`config.mk`:
```
export PLATFORM = sky130hd
export DESIGN_NAME = ppl_dmem_arb
export DESIGN_NICKNAME = d
export VERILOG_FILES = /design/src/rtl/ppl_arb_pkg.sv /design/src/rtl/ppl_starve_cnt.sv /design/src/rtl/ppl_dmem_arb.sv
export SDC_FILE = /design/constraint.sdc
export NUM_CORES = 1
export LEC_CHECK = 0
export BUFFER_PORTS_ARGS = -buffer_cell sky130_fd_sc_hd__clkbuf_2
export CORE_AREA = 2 2 114 116
export CTS_CLUSTER_DIAMETER = 100
export DETAILED_ROUTE_END_ITERATION = 12
export DIE_AREA = 0 0 116 118
export PLACE_DENSITY_LB_ADDON = 0.1
export SYNTH_ARGS = -nofsm -noshare
export SYNTH_HDL_FRONTEND = slang
export SYNTH_HIERARCHICAL = 1
export SYNTH_SLANG_ARGS = --single-unit
```
`constraint.sdc`:
```
create_clock -name clk -period 3.55 [get_ports clk]
set_clock_uncertainty 0.05 [all_clocks]
set_input_delay 0.355 -clock clk [delete_from_list [all_inputs] [get_ports clk]]
set_output_delay 0.355 -clock clk [all_outputs]
set_load 0.02 [all_outputs]
```
`src/rtl/ppl_arb_pkg.sv`:
```
// Shared types for the data-memory port arbiter.
// FSM state encoding and starvation-counter width helper.
package ppl_arb_pkg;

   typedef enum logic [1:0] {
      ST_IDLE,
      ST_WAIT,
      ST_GRANT,
      ST_ACK
   } arb_state_t;

   function automatic int cnt_width(input int limit);
      return (limit < 1) ? 1 : $clog2(limit + 1);
   endfunction

endpackage

```
`src/rtl/ppl_starve_cnt.sv`:
```
// Saturating wait counter for pending debug requests.
// Flags when the wait has reached the starvation limit.
module ppl_starve_cnt
   import ppl_arb_pkg::*;
#(
   parameter int LIMIT = 4
) (
   input  logic clk,
   input  logic reset,
   input  logic i_clr,
   input  logic i_inc,
   output logic o_at_limit
);

   localparam int W = cnt_width(LIMIT);
   localparam logic [W-1:0] LIM = W'(LIMIT);

   logic [W-1:0] r_cnt;

   always_ff @(posedge clk) begin
      if (reset || i_clr) begin
         r_cnt <= '0;
      end else if (i_inc && (r_cnt != LIM)) begin
         r_cnt <= r_cnt + 1'b1;
      end
   end

   assign o_at_limit = (r_cnt == LIM);

endmodule

```
`src/rtl/ppl_dmem_arb.sv`:
```
// Data-memory port arbiter: CPU memory stage has priority,
// debug port waits for a free cycle or is forced in after a bound.
module ppl_dmem_arb
   import ppl_arb_pkg::*;
#(
   parameter int ADDR_W       = 32,
   parameter int DATA_W       = 32,
   parameter int STARVE_LIMIT = 4
) (
   input  logic              clk,
   input  logic              reset,
   input  logic              cpu_rd,
   input  logic              cpu_wr,
   input  logic [ADDR_W-1:0] cpu_addr,
   input  logic [DATA_W-1:0] cpu_wdata,
   output logic [DATA_W-1:0] cpu_rdata,
   output logic              cpu_stall,
   input  logic              dbg_req,
   input  logic              dbg_we,
   input  logic [ADDR_W-1:0] dbg_addr,
   input  logic [DATA_W-1:0] dbg_wdata,
   output logic              dbg_ack,
   output logic [DATA_W-1:0] dbg_rdata,
   output logic              mem_we,
   output logic [ADDR_W-1:0] mem_addr,
   output logic [DATA_W-1:0] mem_wdata,
   input  logic [DATA_W-1:0] mem_rdata
);

   arb_state_t r_state;
   arb_state_t w_next;

   logic              w_cpu_req;
   logic              w_grant;
   logic              w_cnt_inc;
   logic              w_cnt_clr;
   logic              w_at_limit;
   logic [DATA_W-1:0] r_dbg_rdata;

   assign w_cpu_req = cpu_rd | cpu_wr;
   assign w_grant   = (r_state == ST_GRANT);
   assign w_cnt_clr = (w_next == ST_IDLE);

   ppl_starve_cnt #(
      .LIMIT (STARVE_LIMIT)
   ) u_starve_cnt (
      .clk        (clk),
      .reset      (reset),
      .i_clr      (w_cnt_clr),
      .i_inc      (w_cnt_inc),
      .o_at_limit (w_at_limit)
   );

   always_ff @(posedge clk) begin
      if (reset) begin
         r_state <= ST_IDLE;
      end else begin
         r_state <= w_next;
      end
   end

   always_comb begin
      w_next    = r_state;
      w_cnt_inc = 1'b0;
      unique case (r_state)
         ST_IDLE: begin
            if (dbg_req && w_cpu_req) begin
               w_next    = ST_WAIT;
               w_cnt_inc = 1'b1;
            end else if (dbg_req) begin
               w_next = ST_GRANT;
            end
         end
         ST_WAIT: begin
            if (!dbg_req) begin
               w_next = ST_IDLE;
            end else if (!w_cpu_req || w_at_limit) begin
               w_next = ST_GRANT;
            end else begin
               w_cnt_inc = 1'b1;
            end
         end
         ST_GRANT: w_next = ST_ACK;
         ST_ACK:   w_next = ST_IDLE;
         default:  w_next = ST_IDLE;
      endcase
   end

   // Reset gates every side effect so a reset in GRANT is a no-op.
   always_comb begin
      mem_addr  = cpu_addr;
      mem_wdata = cpu_wdata;
      mem_we    = cpu_wr & ~reset;
      cpu_stall = 1'b0;
      dbg_ack   = (r_state == ST_ACK) & ~reset;
      if (w_grant) begin
         mem_addr  = dbg_addr;
         mem_wdata = dbg_wdata;
         mem_we    = dbg_we & ~reset;
         cpu_stall = w_cpu_req & ~reset;
      end
   end

   always_ff @(posedge clk) begin
      if (reset) begin
         r_dbg_rdata <= '0;
      end else if (w_grant && !dbg_we) begin
         r_dbg_rdata <= mem_rdata;
      end
   end

   assign cpu_rdata = mem_rdata;
   assign dbg_rdata = r_dbg_rdata;

endmodule

```
== Word level (Yosys, flattened, before mapping) ==
Cells that the tools add are included.
Storage, ports and cells
  bits in registers: 37
  output and inout port bits: 131
Cells by class
  $add $sub $neg: 1
  eq/ne operators: 5
  multiplexer cells: 13
  bitwise gates (word level): 6
  reduce and logical (&&, ||, !) cells: 9
Operators by type and width (number)
  32-bit 2-to-1 mux: 2
  2-bit 2-to-1 mux: 4
  2-bit one-hot mux with 4 select lines: 1
  1-bit 2-to-1 mux: 5
  1-bit bitwise AND: 4
  2-bit == test, second input constant: 2
  2-bit zero test: 2
  3-bit by 1-bit adder with 3-bit output, second input constant: 1
  3-bit == test, second input constant: 1
  1-bit logical AND: 3
  3-bit != test, second input constant: 1
  2-bit by 1-bit == test with 1-bit output, second input constant: 1
  1-bit zero test: 2
  1-bit logical OR: 2
  1-bit one-hot mux with 2 select lines: 1
  1-bit inverter: 1
  1-bit OR: 1

== Logic depth before layout (Yosys ltp) ==
Gate-level depths: netlist of the first run.
  depth after elaboration: 8
  gate-level depth with buffers: 7

== Modules after synthesis ==
Netlist of the first run, hierarchy kept.
Modules (own cells, without submodules)
  ppl_dmem_arb: times used 1, cells each 261, area each 2849.0 um^2
  ppl_starve_cnt: times used 1, cells each 18, area each 187.7 um^2

== Least setup slack after synthesis of the first run ==
Ideal clock, no wire load.
  path type: reg2reg
  start: register u_starve_cnt.r_cnt[0]
  end: register u_starve_cnt.r_cnt[0]
  library setup time: 0.123 ns
  data arrival time: 1.608 ns
  slack: 1.769 ns
  stages on the path, launching flop included: 8
  path buffers: 0
  clock period less this slack: 1.781 ns
  path through: dfxtp_1 inv_1 ha_1 and2_1 a2bb2oi_1 and3_1 a21boi_2 mux2_1
RTL lines
  start: declaration: RTL line ppl_starve_cnt.sv:18  | logic [W-1:0] r_cnt;
  start signal: assignment: RTL line ppl_starve_cnt.sv:24  | r_cnt <= r_cnt + 1'b1;
  3-bit == test: RTL line ppl_starve_cnt.sv:28  | assign o_at_limit = (r_cnt == LIM);
  via w_at_limit: RTL line ppl_dmem_arb.sv:37  | logic w_at_limit;
  1-bit logical OR: RTL line ppl_dmem_arb.sv:77  | end else if (!w_cpu_req || w_at_limit) begin
  1-bit 2-to-1 mux: RTL line ppl_dmem_arb.sv:77
  1-bit 2-to-1 mux: RTL line ppl_dmem_arb.sv:75  | if (!dbg_req) begin
  1-bit one-hot mux with 2 select lines: RTL line ppl_dmem_arb.sv:65  | unique case (r_state)
  via w_cnt_inc: RTL line ppl_dmem_arb.sv:35  | logic w_cnt_inc;
  1-bit logical AND: RTL line ppl_starve_cnt.sv:23  | end else if (i_inc && (r_cnt != LIM)) begin
The timed path passes the listed nets, and every way through them passes these cells.
A chain may end at the register's enable or synchronous reset.

==> results of run 1 <==
[critical path, stage by stage, from the launching register on]
cell,delay (ns)
dfxtp_1,0.39
nor2b_4,0.19
buf_12,0.37
mux2_2,0.46
clkbuf_2,0.19
[routing by layer]
layer | share of wire | track usage | vias up
li1 | - | - | 1429
met1 | 0.42 | 0.1772 | 1319
met2 | 0.48 | 0.2442 | 144
met3 | 0.086 | 0.03965 | 6
met4 | 0.012 | 0.03274 | 0
met5 | 0 | 0 | -
[registers in the layout, summed over array words and instances (netlist names), named ones only]
register            cells
dbg_rdata              32
u_starve_cnt/r_cnt      3
[cell type report]
class	instances	area share
Multi-Input combinational cell	188	0.4102
Timing Repair Buffer	299	0.3359
Sequential cell	37	0.1641
Tap cell	172	0.04767
Clock buffer	7	0.03160
Clock inverter	1	0.006652
Inverter	4	0.003326
Antenna cell	1	0.0005543
[through the flow]
| stage | power [W] | worst slack, ns | cell area, um2 |
|---|---|---|---|
| 6_report | 0.001430 | 1.212 | 4514 |
| 5_1_grt | 0.001501 | 1.164 | 4512 |
| 4_1_cts | 0.001458 | 1.216 | 4512 |
| 3_5_place_dp | 0.0009200 | 1.523 | 4339 |
| 3_3_place_gp | 0.0009178 | 1.535 | 4339 |
| 2_1_floorplan | 0.0007522 | 1.769 | 3037 |
[placed cells by master, fill, tap and decap left out, drive strengths merged, types with 2 or more instances in the layout]
cell / n
mux2: 66
nor3: 2
a21oi: 2
nand2b: 65
nor3b: 4
mux2i: 32
clkbuf: 303
nor2: 2
ha: 2
o22ai: 2
buf: 3
dfxtp: 37
inv: 4
[worst max-delay path by stage]
| stage | cells after the start | end |
|---|---|---|
| 2_1_floorplan | 7 | u_starve_cnt/r_cnt[0] |
| 3_3_place_gp | 4 | mem_wdata[1] |
| 3_5_place_dp | 4 | mem_wdata[1] |
| 4_1_cts | 4 | mem_wdata[1] |
| 5_1_grt | 4 | mem_wdata[1] |
| 6_report | 4 | mem_wdata[1] |
[cells by family after synthesis]
| kind of cell | count (synthesis) | synth area share |
|---|---|---|
| flip-flops | 37 | 0.2439 |
| multiplexers | 98 | 0.4108 |
| adder cells (fa/ha/maj) | 2 | 0.008239 |
| buffers and inverters | 54 | 0.1479 |
| AND/OR/NAND/NOR | 80 | 0.1698 |
| AO/OA/AOI/OAI | 8 | 0.01937 |
[power by group through the flow]
stage	Combinational, W	Clock [W]	Sequential, W
after floorplan	0.000303	0	0.000449
after global placement	0.000476	0	0.000441
after detailed placement	0.000479	0	0.000441
after CTS	0.000480	0.000546	0.000432
after global routing	0.000505	0.000563	0.000433
final	0.000474	0.000523	0.000432
==> impl_metrics.env, run 1 <==
export IMPL_synth_cells=279
export IMPL_drt_pass1_iterations=4
export IMPL_fp_dieH_um=118
export IMPL_p_sw_w=0.0004266
export IMPL_dp_cells=700
export IMPL_synthTopCellsByCount="65 x nand2b_1, 49 x mux2_4, 37 x dfxtp_1, 33 x buf_4, 32 x mux2i_1"
export IMPL_netSwitchingFraction=0.2984
export IMPL_synth_top_cell_area_share=0.2439
export IMPL_fillers=1307
export IMPL_crit_fanout=65
export IMPL_wl_per_cell_um=15.13
export IMPL_syn_to_final_growth_pct=48.66
export IMPL_routabilityCongestion=0.8102
export IMPL_grt_max_degree=66
export IMPL_reg2reg_from="u_starve_cnt/r_cnt[0]"
export IMPL_synthTopCellsByArea="dfxtp_1 24%, mux2_4 24%, nand2b_1 13%"
export IMPL_finalCriticalPeriod_ns=2.338
export IMPL_wl_um=10730
export IMPL_cts_clk_slew_worst_paths_ns=0.06
export IMPL_hold_ws_ns=0.2807
export IMPL_synthArstFlopShare=0
export IMPL_whs_path_depth=3
export IMPL_ys_ff_latch=37
export IMPL_hold_viol_final=0
export IMPL_cts_buffer_depth=2
export IMPL_htree_levels=2
export IMPL_pwr_share_comb=0.332
export IMPL_hp_class="input pin to register"
export IMPL_synth_edf_count=0
export IMPL_slew_violations=0
export IMPL_setup_viol=0
export IMPL_powerDensity_mw_per_mm2=316.7
export IMPL_cts_root_buffer="clkbuf_16"
export IMPL_worst_slew_pin_slew_ns=0.5431
export IMPL_antenna_found_initial=1
export IMPL_vias_per_cell=4.087
export IMPL_grt_pass1_vias=2694
export IMPL_syn_nets=447
export IMPL_post_cts_resized=0
export IMPL_initial_core_util=0.2446
export IMPL_dp_final_hpwl_um=9234
export IMPL_ys_warnings_count=6
export IMPL_cap_violations=0
export IMPL_synth_top_area_cell="dfxtp_1"
export IMPL_critPathLaunchType="register"
export IMPL_hold_buffers=0
export IMPL_cts_buffers=5
export IMPL_setup_tns_final_ns=0
export IMPL_dieArea_mm2=0.01369
export IMPL_synth_area_mm2=0.003037
export IMPL_layout_drive_gt1_share=0.6978
export IMPL_drt_iter0_drc=88
export IMPL_status="completed"
export IMPL_layoutNonFillerInstCount=709
export IMPL_leakage_nw=2.321
export IMPL_regArea_um2=740.7
export IMPL_power_share_clock=0.366
export IMPL_fp_dieW_um=116
export IMPL_num_io_pins=297
export IMPL_row_count=41
export IMPL_cp_end_kind="primary output"
export IMPL_drc=0
export IMPL_nNetsFinal=703
export IMPL_critPathKind="register to primary output"
export IMPL_rsz0062_at_grt="no"
export IMPL_postCtsSetupRepairBufs=0
export IMPL_track_usage=0.1430
export IMPL_ant_nets=0
export IMPL_yosysMostFrequentCell="nand2b_1"
export IMPL_worst_ep_arrival_time_ns=1.93
export IMPL_synth_area_per_cell_um2=10.88
export IMPL_insertion_delay_ns=0.27
export IMPL_max_slew_margin=0.6363
export IMPL_portBuffers=296
export IMPL_post_route_util=0.3636
export IMPL_multiInputGateArea_mm2=0.001852
export IMPL_cts_sinks=37
export IMPL_num_vias=2898
export IMPL_grt_pass1_wl_um=14900
export IMPL_fmax_mhz=427.8
export IMPL_pwr_share_seq=0.302
export IMPL_grt_remaining_overflow=0
export IMPL_p_int_w=0.001003
export IMPL_worstPathRequired_ns=3.14
export IMPL_yosysSeqAreaShare=0.2439
export IMPL_worst_r2r_setup_slack_ns=1.59
export IMPL_holdCritStartpoint="mem_rdata[31]"
export IMPL_synth_flop_cell="dfxtp_1"
export IMPL_ir_worst_vdd_mv=0.1680
export IMPL_cts_tree="built"
export IMPL_hold_path_end="dbg_rdata[31]"
export IMPL_period_share=0.6585
export IMPL_ys_types=29
export IMPL_core_area_mm2=0.01241
export IMPL_worstRegToRegCells=7
export IMPL_r2r_end="u_starve_cnt/r_cnt[1]"
(Power assumes the default switching activity.)
==> run 2: changes to the inputs <==
--- a/config.mk
+++ b/config.mk
@@ -5,6 +5,7 @@
 export SDC_FILE = /design/constraint.sdc
 export NUM_CORES = 1
 export LEC_CHECK = 0
+export ABC_AREA = 1
 export BUFFER_PORTS_ARGS = -buffer_cell sky130_fd_sc_hd__clkbuf_2
 export CORE_AREA = 2 2 114 116
 export CTS_CLUSTER_DIAMETER = 100
==> constraint.sdc (replaced) <==
create_clock -name clk -period 1.99 [get_ports clk]
set_clock_uncertainty 0.05 [all_clocks]
set_input_delay 0.199 -clock clk [delete_from_list [all_inputs] [get_ports clk]]
set_output_delay 0.199 -clock clk [all_outputs]
set_load 0.02 [all_outputs]
==> run 2 against run 1 <==
Compared with the run above: non-clock buffer count rose by 3; combinational power increased by 55%; largest power group unchanged; highest routed layer unchanged; largest cell class is now buffers; synthesized area is 13% lower.
==> impl_metrics.env, run 2 <==
export IMPL_fin_area_mm2=0.004212
export IMPL_post_cts_resized=0
export IMPL_layoutNonFillerInstCount=920
export IMPL_r2r_end="u_starve_cnt/r_cnt[2]"
export IMPL_synth_area_mm2=0.002644
export IMPL_critPathLaunchType="register"
export IMPL_antenna_found_initial=0
export IMPL_vias_per_cell=3.793
export IMPL_synth_flop_cell="dfxtp_1"
export IMPL_cts_buffers=5
export IMPL_htree_levels=2
export IMPL_cap_violations=0
export IMPL_track_usage=0.1371
export IMPL_status="completed"
export IMPL_initial_core_util=0.2130
export IMPL_drt_pass1_iterations=4
export IMPL_worst_r2r_setup_slack_ns=0.46
export IMPL_dieArea_mm2=0.01369
export IMPL_grt_max_degree=68
export IMPL_pwr_share_comb=0.318
export IMPL_core_area_mm2=0.01241
export IMPL_rsz0062_at_grt="no"
export IMPL_post_route_util=0.3392
export IMPL_worstRegToRegCells=12
export IMPL_drt_iter0_drc=124
export IMPL_num_io_pins=297
export IMPL_worst_slew_pin_slew_ns=0.3195
export IMPL_cts_root_buffer="clkbuf_16"
export IMPL_grt_pass1_vias=3226
export IMPL_finalCriticalPeriod_ns=1.840
export IMPL_p_sw_w=0.0007829
export IMPL_ys_warnings_count=6
export IMPL_synth_top_area_cell="nand2_1"
export IMPL_fp_dieW_um=116
export IMPL_synthTopCellsByArea="nand2_1 38%, dfxtp_1 28%, nor2_1 11%"
export IMPL_reg2reg_from="u_starve_cnt/r_cnt[0]"
export IMPL_largest_reg_flops=32
export IMPL_row_count=41
export IMPL_fmax_mhz=543.6
export IMPL_syn_to_final_growth_pct=59.30
export IMPL_fillers=1413
export IMPL_drc=0
export IMPL_routabilityCongestion=0.8546
export IMPL_nNetsFinal=915
export IMPL_hp_class="input pin to register"
export IMPL_insertion_delay_ns=0.28
export IMPL_wl_um=10010
export IMPL_critPathKind="register to primary output"
export IMPL_ys_ff_latch=37
export IMPL_synthTopCellsByCount="267 x nand2_1, 76 x nor2_1, 42 x inv_1, 37 x buf_4, 37 x dfxtp_1"
export IMPL_ant_nets=0
export IMPL_powerDensity_mw_per_mm2=547.8
export IMPL_placed_area_mm2=0.004061
export IMPL_yosysSeqAreaShare=0.2802
export IMPL_worst_ep_arrival_time_ns=1.59
export IMPL_grt_remaining_overflow=0
export IMPL_diodes=0
export IMPL_portBuffers=296
export IMPL_cp_end_kind="primary output"
export IMPL_cts_clk_slew_worst_paths_ns=0.06
export IMPL_syn_nets=662
export IMPL_synth_cells=494
export IMPL_slew_violations=0
export IMPL_cts_buffer_depth=2
export IMPL_p_int_w=0.001524
export IMPL_period_share=0.9244
export IMPL_leakage_nw=2.804
export IMPL_dp_cells=912
export IMPL_yosysMostFrequentCell="nand2_1"
export IMPL_synthArstFlopShare=0
export IMPL_max_slew_margin=0.7867
export IMPL_crit_fanout=18
export IMPL_synth_top_cell_area_share=0.3791
export IMPL_synth_edf_count=0
export IMPL_synth_area_per_cell_um2=5.352
export IMPL_setup_viol=0
export IMPL_dp_final_hpwl_um=8186
export IMPL_layout_drive_gt1_share=0.4198
export IMPL_worstPathRequired_ns=1.74
export IMPL_cts_tree="built"
export IMPL_fp_dieH_um=118
export IMPL_final_cell_mix="296 x clkbuf_2, 267 x nand2_1, 76 x nor2_1"
export IMPL_grt_pass1_wl_um=15150
export IMPL_postCtsSetupRepairBufs=0
export IMPL_num_vias=3490
export IMPL_final_common_cell="clkbuf_2"
export IMPL_ys_types=15
export IMPL_pwr_share_seq=0.336
export IMPL_ir_worst_vdd_mv=0.3205
export IMPL_cts_sinks=37
export IMPL_wl_per_cell_um=10.88
export IMPL_hold_buffers=0
export IMPL_hold_viol_final=0
export IMPL_power_share_clock=0.346
export IMPL_netSwitchingFraction=0.3393
export IMPL_setup_tns_final_ns=0
export IMPL_crit_path_end="mem_addr[22]"
## run 2: changes by cell type in the layout (fill, tap and decap cells not counted), moves of 3 or more
cell	delta
nor3b_1	-3
nand2b_1	-65
nand2_1	+266
nand3_1	+3
mux2_4	-49
mux2_2	-15
mux2i_1	-32
inv_1	+38
nor2_1	+74
## run 2: critical path, cell delays in order (launching register included)
cell      delay, ns
dfxtp_1        0.38
nand2_2        0.10
inv_2          0.26
buf_4          0.26
nand2_1        0.08
nand2_1        0.06
clkbuf_2       0.16
## run 2: cells by family after synthesis
logic type,synth area share
buf+inv,0.2007
flops,0.2802
compound gates,0.009464
simple gates,0.5002
fa+ha+maj,0.009464
## run 2: layout make-up
type | count | area (um2) | share of cell area
Clock inverter | 3 | 25.02 | 0.005942
Multi-Input combinational cell | 356 | 1373 | 0.3259
Inverter | 45 | 168.9 | 0.04011
Timing Repair Buffer | 302 | 1564 | 0.3714
Tap cell | 172 | 215.2 | 0.05110
Sequential cell | 37 | 740.7 | 0.1759
Clock buffer | 5 | 125.1 | 0.02971
## run 2: worst min path at each step
stage | start | to | slack (ns) | depth (start not counted)
2_1_floorplan | reset | register | 0.22 | 1
3_3_place_gp | mem_rdata[17] | dbg_rdata[17] | 0.39 | 3
3_5_place_dp | mem_rdata[27] | dbg_rdata[27] | 0.40 | 3
4_1_cts | reset | register | 0.10 | 2
5_1_grt | reset | register | 0.11 | 2
6_report | mem_rdata[25] | dbg_rdata[25] | 0.11 | 3
## run 2: layer usage
metal,share of wire,up-vias,track usage
li1,-,1909,-
met1,0.39,1442,0.1467
met2,0.52,127,0.2599
met3,0.079,12,0.03656
met4,0.016,0,0.03571
met5,0,-,0
## run 2: power groups by stage
| stage | clock network, W | logic [W] | registers, W |
|---|---|---|---|
| 2_1_floorplan | 0 | 0.000414 | 0.000812 |
| 3_3_place_gp | 0 | 0.000743 | 0.000791 |
| 3_5_place_dp | 0 | 0.000741 | 0.000792 |
| 4_1_cts | 0.000846 | 0.000744 | 0.000775 |
| 5_1_grt | 0.000875 | 0.000810 | 0.000777 |
| 6_report | 0.000799 | 0.000734 | 0.000775 |
## run 2: metrics by stage
stage	power [W]	hold slack, ns	worst slack (ns)
2_1_floorplan	0.001226	0.2181	0.5899
3_3_place_gp	0.001533	0.3880	0.4850
5_1_grt	0.002463	0.1131	0.01356
6_report	0.002307	0.1074	0.1504
3_5_place_dp	0.001533	0.3986	0.4367
4_1_cts	0.002365	0.1026	0.1257
